==> src/rtl/muldiv_unit_if.sv <==
// muldiv_unit_if
//   Decode-stage <-> multiply/divide unit connection.
//   master (decode side) drives: start, op, regaData, regbData, whi, wlo, wdata
//   slave  (muldiv_unit)  drives: busy, stall, done, hi, lo
interface muldiv_unit_if #(
    parameter int WIDTH = 32
) ();
    logic             start;
    logic [5:0]       op;
    logic [WIDTH-1:0] regaData;
    logic [WIDTH-1:0] regbData;
    logic             whi;
    logic             wlo;
    logic [WIDTH-1:0] wdata;
    logic             busy;
    logic             stall;
    logic             done;
    logic [WIDTH-1:0] hi;
    logic [WIDTH-1:0] lo;

    modport master (
        output start, op, regaData, regbData, whi, wlo, wdata,
        input  busy, stall, done, hi, lo
    );

    modport slave (
        input  start, op, regaData, regbData, whi, wlo, wdata,
        output busy, stall, done, hi, lo
    );
endinterface

==> src/rtl/muldiv_unit.sv <==
// muldiv_unit
//   Iterative multiply/divide unit owning the HI/LO registers.
//   mult/multu: shift-add, one multiplier bit per cycle (LSB first).
//   div/divu:   restoring division, one quotient bit per cycle (MSB first).
//   Latency is WIDTH+1 edges from acceptance to HI/LO update.
// Ports:
//   clk  - rising-edge clock
//   rst  - synchronous, active-high reset
//   bus  - muldiv_unit_if.slave: start/op/regaData/regbData in,
//          whi/wlo/wdata (mthi/mtlo) in, busy/stall/done/hi/lo out
module muldiv_unit #(
    parameter int         WIDTH    = 32,
    parameter logic [5:0] OP_MULT  = 6'h18,
    parameter logic [5:0] OP_MULTU = 6'h19,
    parameter logic [5:0] OP_DIV   = 6'h1a,
    parameter logic [5:0] OP_DIVU  = 6'h1b
) (
    input logic           clk,
    input logic           rst,
    muldiv_unit_if.slave  bus
);
    localparam int CW = $clog2(WIDTH);

    typedef enum logic [1:0] {S_IDLE, S_MUL, S_DIV, S_FIN} state_e;

    state_e             state_q, state_d;
    logic [CW-1:0]      cnt_q, cnt_d;
    logic [WIDTH-1:0]   a_q, a_d;          // |multiplicand|
    logic [WIDTH-1:0]   b_q, b_d;          // |divisor|
    logic [WIDTH-1:0]   orig_a_q, orig_a_d;
    logic [2*WIDTH-1:0] acc_q, acc_d;      // {upper, lower} working register
    logic               sign_a_q, sign_a_d;
    logic               sign_b_q, sign_b_d;
    logic               is_div_q, is_div_d;
    logic [WIDTH-1:0]   hi_q, hi_d;
    logic [WIDTH-1:0]   lo_q, lo_d;
    logic               done_q, done_d;

    logic               op_mul, op_div, op_signed, accept, last_iter;
    logic [WIDTH-1:0]   a_abs, b_abs;
    logic [WIDTH:0]     mul_sum, div_shift, div_diff;
    logic [2*WIDTH-1:0] prod;
    logic [WIDTH-1:0]   quo, rem;

    assign op_mul    = (bus.op == OP_MULT) || (bus.op == OP_MULTU);
    assign op_div    = (bus.op == OP_DIV)  || (bus.op == OP_DIVU);
    assign op_signed = (bus.op == OP_MULT) || (bus.op == OP_DIV);
    assign accept    = (state_q == S_IDLE) && bus.start && (op_mul || op_div);
    assign last_iter = (cnt_q == CW'(WIDTH - 1));

    // The most negative value maps to itself, which reads correctly as unsigned.
    assign a_abs = (op_signed && bus.regaData[WIDTH-1]) ? -bus.regaData : bus.regaData;
    assign b_abs = (op_signed && bus.regbData[WIDTH-1]) ? -bus.regbData : bus.regbData;

    // Multiply step: add multiplicand into the upper half, carry kept for the shift.
    assign mul_sum   = {1'b0, acc_q[2*WIDTH-1:WIDTH]} + {1'b0, a_q};
    // Divide step: partial remainder shifted left with the next dividend bit.
    assign div_shift = {acc_q[2*WIDTH-1:WIDTH], acc_q[WIDTH-1]};
    assign div_diff  = div_shift - {1'b0, b_q};

    assign prod = (sign_a_q ^ sign_b_q) ? -acc_q : acc_q;
    assign quo  = (sign_a_q ^ sign_b_q) ? -acc_q[WIDTH-1:0] : acc_q[WIDTH-1:0];
    assign rem  = sign_a_q ? -acc_q[2*WIDTH-1:WIDTH] : acc_q[2*WIDTH-1:WIDTH];

    // State register
    always_ff @(posedge clk) begin
        if (rst) state_q <= S_IDLE;
        else     state_q <= state_d;
    end

    // Next-state logic
    always_comb begin
        state_d = state_q;
        unique case (state_q)
            S_IDLE: if (accept) state_d = op_div ? S_DIV : S_MUL;
            S_MUL,
            S_DIV:  if (last_iter) state_d = S_FIN;
            S_FIN:  state_d = S_IDLE;
            default: state_d = S_IDLE;
        endcase
    end

    // Output logic
    always_comb begin
        bus.busy  = (state_q != S_IDLE);
        bus.stall = (state_q != S_IDLE);
        bus.done  = done_q;
        bus.hi    = hi_q;
        bus.lo    = lo_q;
    end

    // Datapath next-state
    always_comb begin
        cnt_d    = cnt_q;
        a_d      = a_q;
        b_d      = b_q;
        orig_a_d = orig_a_q;
        acc_d    = acc_q;
        sign_a_d = sign_a_q;
        sign_b_d = sign_b_q;
        is_div_d = is_div_q;
        hi_d     = hi_q;
        lo_d     = lo_q;
        done_d   = 1'b0;
        unique case (state_q)
            S_IDLE: begin
                if (bus.whi) hi_d = bus.wdata;
                if (bus.wlo) lo_d = bus.wdata;
                if (accept) begin
                    cnt_d    = '0;
                    a_d      = a_abs;
                    b_d      = b_abs;
                    orig_a_d = bus.regaData;
                    sign_a_d = op_signed && bus.regaData[WIDTH-1];
                    sign_b_d = op_signed && bus.regbData[WIDTH-1];
                    is_div_d = op_div;
                    // Multiply seeds the low half with the multiplier, divide with the dividend.
                    acc_d    = {{WIDTH{1'b0}}, (op_div ? a_abs : b_abs)};
                end
            end
            S_MUL: begin
                cnt_d = cnt_q + CW'(1);
                if (acc_q[0]) acc_d = {mul_sum, acc_q[WIDTH-1:1]};
                else          acc_d = {1'b0, acc_q[2*WIDTH-1:1]};
            end
            S_DIV: begin
                cnt_d = cnt_q + CW'(1);
                if (!div_diff[WIDTH]) acc_d = {div_diff[WIDTH-1:0], acc_q[WIDTH-2:0], 1'b1};
                else                  acc_d = {div_shift[WIDTH-1:0], acc_q[WIDTH-2:0], 1'b0};
            end
            S_FIN: begin
                done_d = 1'b1;
                if (!is_div_q) begin
                    hi_d = prod[2*WIDTH-1:WIDTH];
                    lo_d = prod[WIDTH-1:0];
                end else if (b_q == '0) begin
                    hi_d = orig_a_q;
                    lo_d = '1;
                end else begin
                    hi_d = rem;
                    lo_d = quo;
                end
            end
            default: ;
        endcase
    end

    // Datapath registers
    always_ff @(posedge clk) begin
        if (rst) begin
            cnt_q    <= '0;
            a_q      <= '0;
            b_q      <= '0;
            orig_a_q <= '0;
            acc_q    <= '0;
            sign_a_q <= 1'b0;
            sign_b_q <= 1'b0;
            is_div_q <= 1'b0;
            hi_q     <= '0;
            lo_q     <= '0;
            done_q   <= 1'b0;
        end else begin
            cnt_q    <= cnt_d;
            a_q      <= a_d;
            b_q      <= b_d;
            orig_a_q <= orig_a_d;
            acc_q    <= acc_d;
            sign_a_q <= sign_a_d;
            sign_b_q <= sign_b_d;
            is_div_q <= is_div_d;
            hi_q     <= hi_d;
            lo_q     <= lo_d;
            done_q   <= done_d;
        end
    end
endmodule

==> src/flat_wrapper.sv <==
// flat-port wrapper written by rule: the top's interface ports become plain ports
module muldiv_unit_flat 
#(
    parameter int         WIDTH    = 32,
    parameter logic [5:0] OP_MULT  = 6'h18,
    parameter logic [5:0] OP_MULTU = 6'h19,
    parameter logic [5:0] OP_DIV   = 6'h1a,
    parameter logic [5:0] OP_DIVU  = 6'h1b
)
  (clk, rst, bus_start, bus_op, bus_regaData, bus_regbData, bus_whi, bus_wlo, bus_wdata, bus_busy, bus_stall, bus_done, bus_hi, bus_lo);
  muldiv_unit_if #(.WIDTH(WIDTH)) bus_i ();
  input logic clk;
  input logic rst;
  input wire logic [$bits(bus_i.start)-1:0] bus_start;
  input wire logic [$bits(bus_i.op)-1:0] bus_op;
  input wire logic [$bits(bus_i.regaData)-1:0] bus_regaData;
  input wire logic [$bits(bus_i.regbData)-1:0] bus_regbData;
  input wire logic [$bits(bus_i.whi)-1:0] bus_whi;
  input wire logic [$bits(bus_i.wlo)-1:0] bus_wlo;
  input wire logic [$bits(bus_i.wdata)-1:0] bus_wdata;
  output wire logic [$bits(bus_i.busy)-1:0] bus_busy;
  output wire logic [$bits(bus_i.stall)-1:0] bus_stall;
  output wire logic [$bits(bus_i.done)-1:0] bus_done;
  output wire logic [$bits(bus_i.hi)-1:0] bus_hi;
  output wire logic [$bits(bus_i.lo)-1:0] bus_lo;
  assign bus_i.start = bus_start;
  assign bus_i.op = bus_op;
  assign bus_i.regaData = bus_regaData;
  assign bus_i.regbData = bus_regbData;
  assign bus_i.whi = bus_whi;
  assign bus_i.wlo = bus_wlo;
  assign bus_i.wdata = bus_wdata;
  assign bus_busy = bus_i.busy;
  assign bus_stall = bus_i.stall;
  assign bus_done = bus_i.done;
  assign bus_hi = bus_i.hi;
  assign bus_lo = bus_i.lo;
  muldiv_unit #(.WIDTH(WIDTH), .OP_MULT(OP_MULT), .OP_MULTU(OP_MULTU), .OP_DIV(OP_DIV), .OP_DIVU(OP_DIVU)) u_core (.clk(clk), .rst(rst), .bus(bus_i));
endmodule
==> config.mk <==
export PLATFORM = sky130hd
export DESIGN_NAME = muldiv_unit_flat
export DESIGN_NICKNAME = d
export VERILOG_FILES = /design/src/rtl/muldiv_unit_if.sv /design/src/rtl/muldiv_unit.sv /design/src/flat_wrapper.sv
export SDC_FILE = /design/constraint.sdc
export NUM_CORES = 1
export LEC_CHECK = 0
export CORE_MARGIN = 3
export CORE_UTILIZATION = 50
export CTS_CLUSTER_DIAMETER = 120
export DETAILED_ROUTE_END_ITERATION = 10
export PLACE_DENSITY_LB_ADDON = 0.05
export SYNTH_ARGS = -nofsm -noshare
export SYNTH_HDL_FRONTEND = slang
export SYNTH_SLANG_ARGS = --single-unit
==> constraint.sdc <==
create_clock -name clk -period 4.3 [get_ports clk]
set_input_delay 1.29 -clock clk [delete_from_list [all_inputs] [get_ports clk]]
set_output_delay 1.29 -clock clk [all_outputs]
set_load 0.02 [all_outputs]
* Yosys cells after proc, flatten, opt, wreduce, memory -nomap -nowiden *
Index checks and enable logic that the tools add are counted.

operators by class
  bitwise operators = 1
  muxes and demuxes = 25
  $add $sub $neg = 8
  equality and inequality tests = 12
  reductions and logical operators = 21

operators with widths
  cell                                                                     count
  32-bit two-way mux                                                       11
  64-bit two-way mux                                                       4
  64-bit one-hot mux with 3 select lines                                   1
  32-bit negation                                                          4
  32-bit one-hot mux with 2 select lines                                   2
  64-bit negation                                                          1
  32-bit by 32-bit adder with 33-bit output                                1
  33-bit by 32-bit subtractor with 33-bit output                           1
  32-bit logical NOT                                                       1
  6-bit by 5-bit == test with 1-bit output, second input constant          4
  2-bit AND reduction                                                      6
  5-bit one-hot mux with 2 select lines                                    1
  2-bit two-way mux                                                        3
  2-bit one-hot mux with 3 select lines                                    1
  2-bit nonzero test                                                       3
  5-bit by 1-bit adder with 5-bit output, second input constant            1
  5-bit == test, second input constant                                     1
  5-bit two-way mux                                                        1
  2-bit == test, second input constant                                     2
  1-bit logical AND                                                        4
  1-bit logical OR                                                         4
  2-bit by 1-bit inequality test with 1-bit output, second input constant  2
  2-bit inequality test, second input constant                             2
  3-bit nonzero test                                                       1
  other kinds (5)                                                          5

word-level totals
  input port bits = 107
  register bits = 235
  logic and storage cells = 79

* Longest topological paths before layout *
  depth after elaboration = 7
  mapped depth = 15
  gate-level depth less buffers = 13

* Least setup slack after synthesis *
Ideal clock, no wire load.

  kind = in2reg
  start point = input bus_regbData[6]
  end point = register u_core.acc_q[24]
  path slack = 733 ps
  data arrival time = 3481 ps
  setup time = 86 ps
  data required time = 4214 ps
  stages on the path = 8
  cell sequence = or4_1 or3_1 nor3_1 and2_1 nor2_1 xnor2_1 mux2_2 a211oi_1

on the way
  cells in the longest elaborated chain, start to end = 5

ends and longest elaborated chain
  element                                 line                RTL
  start: declaration                      flat_wrapper.sv:17  input wire logic [$bits(bus_i.regbData)-1:0] bus_regbData;
  32-bit negation                         muldiv_unit.sv:53   assign b_abs = (op_signed && bus.regbData[WIDTH-1]) ? -bus.regbData : bus.regbData;
  32-bit two-way mux                      muldiv_unit.sv:53
  32-bit two-way mux                      muldiv_unit.sv:118  acc_d = {{WIDTH{1'b0}}, (op_div ? a_abs : b_abs)};
  64-bit two-way mux                      muldiv_unit.sv:109  if (accept) begin
  64-bit one-hot mux with 3 select lines  muldiv_unit.sv:105  unique case (state_q)
  end signal: assignment                  muldiv_unit.sv:155  acc_q <= '0;
  end signal: assignment                  muldiv_unit.sv:167  acc_q <= acc_d;
  end: declaration                        muldiv_unit.sv:31   logic [2*WIDTH-1:0] acc_q, acc_d;

Every way passes these cells. The select of a mux whose other input is x is not followed.
A chain may end at the register's enable or synchronous reset.

* Final worst setup path *
  start point = register u_core.acc_q[33]
  end point = register u_core.acc_q[35]

on the way
  cells in the longest elaborated chain, start to end = 3
  elaborated cells between the ends (all ways) = 5
  those cells by class = add/sub (2); mux (3)

ends and longest elaborated chain
  element                                                                                                             line
  33-bit by 32-bit subtractor with 33-bit output / 32-bit by 32-bit adder with 33-bit output (equally long branches)  muldiv_unit.sv:59, muldiv_unit.sv:56
  64-bit two-way mux, on equally long branches                                                                        muldiv_unit.sv:128, muldiv_unit.sv:123
  64-bit one-hot mux with 3 select lines *                                                                            muldiv_unit.sv:105

Mark *: on every way between the ends. The rest lies on a longest branch, timed or not.

==> impl_metrics.ini <==
[power_and_ir_drop]
p_leak_nw = 8.03
power_mw = 9.45
peakVddDrop_uv = 539
p_per_area_nw_per_um2 = 449

[global_route]
overflow = 0
grt_max_degree = 128
grt_antenna_before_repair = 0
first_global_vias = 18000
grt_pass1_wl_mm = 109
grt_use_total = 0.366

[route]
drt_pre_antenna_iters = 6
drt_iter0_markers = 2318
routed_via_density = 6.51
detail_route.wl_per_cell_microns = 24.4
vias = 19300
antenna_left = 0
drc = 0
routed_wl_mm = 72.3

[sta]
setup-violations-final = 0
min_period_ns = 3.96
setup_tns_ns = 0
finalCritPeriodShare = 0.921
setup_slack_ns = 0.339
relSlewSlack = 0.365
finClkSkew_ns = 0.0142
fin_hold_ws_ns = 0.452
rsz0062_at_grt = false
drv_slew = 0
tightest_slew_ns = 0.951
hold_viol = 0
max_freq_mhz = 252

[synthesis]
yosysSeqAreaShare = 0.267
synth_top_area_cell = dfxtp_1
synth.top_cells.by_area = dfxtp_1 (27%), a21oi_1 (7.5%), nor2_1 (5.8%)
ys_warn_count = 0
ys.flop_type = dfxtp_1
synth_top_area_frac = 0.267
avgSynthCellArea_sq_um = 7.40
synthCells = 2375
ys_seq_elements = 234
synth.distinct_cells = 78
synth_edf_count = 0
async_reset_ff_frac = 0
synth.cell_area_sq_um = 17600
syn_nets = 2558

[finish]
instances_no_fill = 2963
utilization = 0.608
final_net_count = 2668
drive_gt1_frac = 0.0845
num_antenna_cells = 0
fin_area_sq_um = 21100
syn_to_final_growth_pct = 19.8

[worst_hold_path]
hold_start = u_core.bus.lo[1]
min_path_type = reg2reg

[cts]
cts_hold_buf = 0
cts_made_buffers = 29
cts.clk_slew.worst_paths_ns = 0.06
insertion_delay_ns = 0.59
cts_root_buf = clkbuf_16
cts_setup_buffers = 0
clock_sinks = 234
ctsResizeCount = 0
clockBufferDepth = 3
htree_levels = 1
tritoncts = done

[place]
gp_congestion = 0.958
place_ws_ns = 0.0709
hpwl_mm = 55.1
placed_area_sq_um = 20000
dp.cells = 2909
port_buffers = 173

[floorplanning]
start_util = 0.507
ios = 174
die_area_sq_um = 37400
die_y_microns = 193
row_count = 68
core_sq_um = 34600
die_w_microns = 193

[setup_path]
cp.required_ns = 4.74
crit_path_max_incr_delay_ns = 0.64
worstPathCellList = ha_1 -> nor2b_1 -> o31ai_1 -> a31o_2 -> a21oi_1 -> o21ai_0 -> a31o_2 -> xnor2_2 -> buf_12 -> mux2_2 -> a222oi_1 -> nor3_1
crit_slowest_cell = dfxtp_1
cp_data_arrival_time_ns = 4.40
rr_startpoint = u_core.acc_q[33]
crit_type = reg2reg
critPathMaxFanout = 27
setup.worst_path.start = u_core.acc_q[33]
setup.worst_path.start_class = register
crit_buf_inv = 1
cp_top_family = compound AO/OA/AOI/OAI gates
r2r_slack_ns = 0.34
cp_common_cell = a31o_2
crit_path_end_kind = register

[run]
max_cap_violations = 0

[status]
status = complete, no violations
## cell usage after synthesis (26+ instances only)
master	instances
nor2_1	271
a21oi_1	265
nand2_1	250
dfxtp_1	234
clkbuf_1	181
o21ai_0	127
xnor2_1	112
a211oi_1	99
ha_1	74
xor2_1	67
inv_1	65
nor3_1	65
mux2i_1	41
o221ai_1	35
o211ai_1	31
a222oi_1	30
a21o_1	27
mux2_2	26
## per-layer routing
metal	track usage	part of all wire	vias up
met2	0.572	0.44	1047
met5	0	0	-
met1	0.510	0.43	9167
met3	0.0569	0.090	184
li1	-	-	8898
met4	0.137	0.046	0
## cells by family (layout without fill, tap and decap cells)
logic type                 Yosys count  in the layout  share of synthesized area
DFF                                234            234                      0.267
muxes                               67             67                     0.0400
and+or+nand+nor                    752            752                      0.192
AOI/OAI and AO/OA                  802            802                      0.299
buffers and inverters              265            398                     0.0580
adders and majority gates           76             76                     0.0550
xor gates and xnor gates           179            179                     0.0892
## report_power, final
group	switching [mW]	internal [mW]
Sequential	0.228	2.39
Clock	1.08	1.69
Combinational	2.66	1.40
Total	3.97	5.48
## layout by cell type, fill, tap and decap left out, types with 27 or more instances in the layout
master / n
o221ai_1: 35
clkdlybuf4s50_1: 172
o211ai_1: 31
dfxtp_1: 234
nor2_1: 271
xnor2_1: 110
a21o_1: 27
buf_4: 100
xor2_1: 66
mux2i_1: 41
nand2_1: 249
a222oi_1: 30
nor3_1: 65
ha_1: 71
clkbuf_16: 29
o21ai_0: 126
a21oi_1: 261
a211oi_1: 99
inv_1: 65
## cell type report
class | count | area, sq um
Sequential cell | 234 | 4680
Clock buffer | 32 | 747
Clock inverter | 22 | 322
Multi-Input combinational cell | 1876 | 11900
Timing Repair Buffer | 276 | 2540
Inverter | 68 | 255
Tap cell | 455 | 569
Fill cell | 3191 | 13600
## state kept, by name (all words and copies together), names as in the netlist, 2 cells and up
signal	count
u_core.state_q	2
u_core.bus.lo	32
u_core.a_q	32
u_core.b_q	32
u_core.cnt_q	5
u_core.orig_a_q	31
u_core.bus.hi	32
u_core.acc_q	64
## final timing paths
path	end	depth (start not counted)
setup / recovery	u_core.acc_q[35]	12
setup reg to reg	u_core.acc_q[35]	12
hold reg to reg	u_core.bus.lo[1]	2
hold / removal	u_core.bus.lo[1]	2
## worst min-delay path, delay by kind of cell, from the launching register on
kind / cells / cell delay, ns
flip-flops: 1 / 0.31
AND/OR/NAND/NOR: 1 / 0.05
AO/OA/AOI/OAI: 1 / 0.05
No activity file was read; power rests on OpenSTA's default activity.
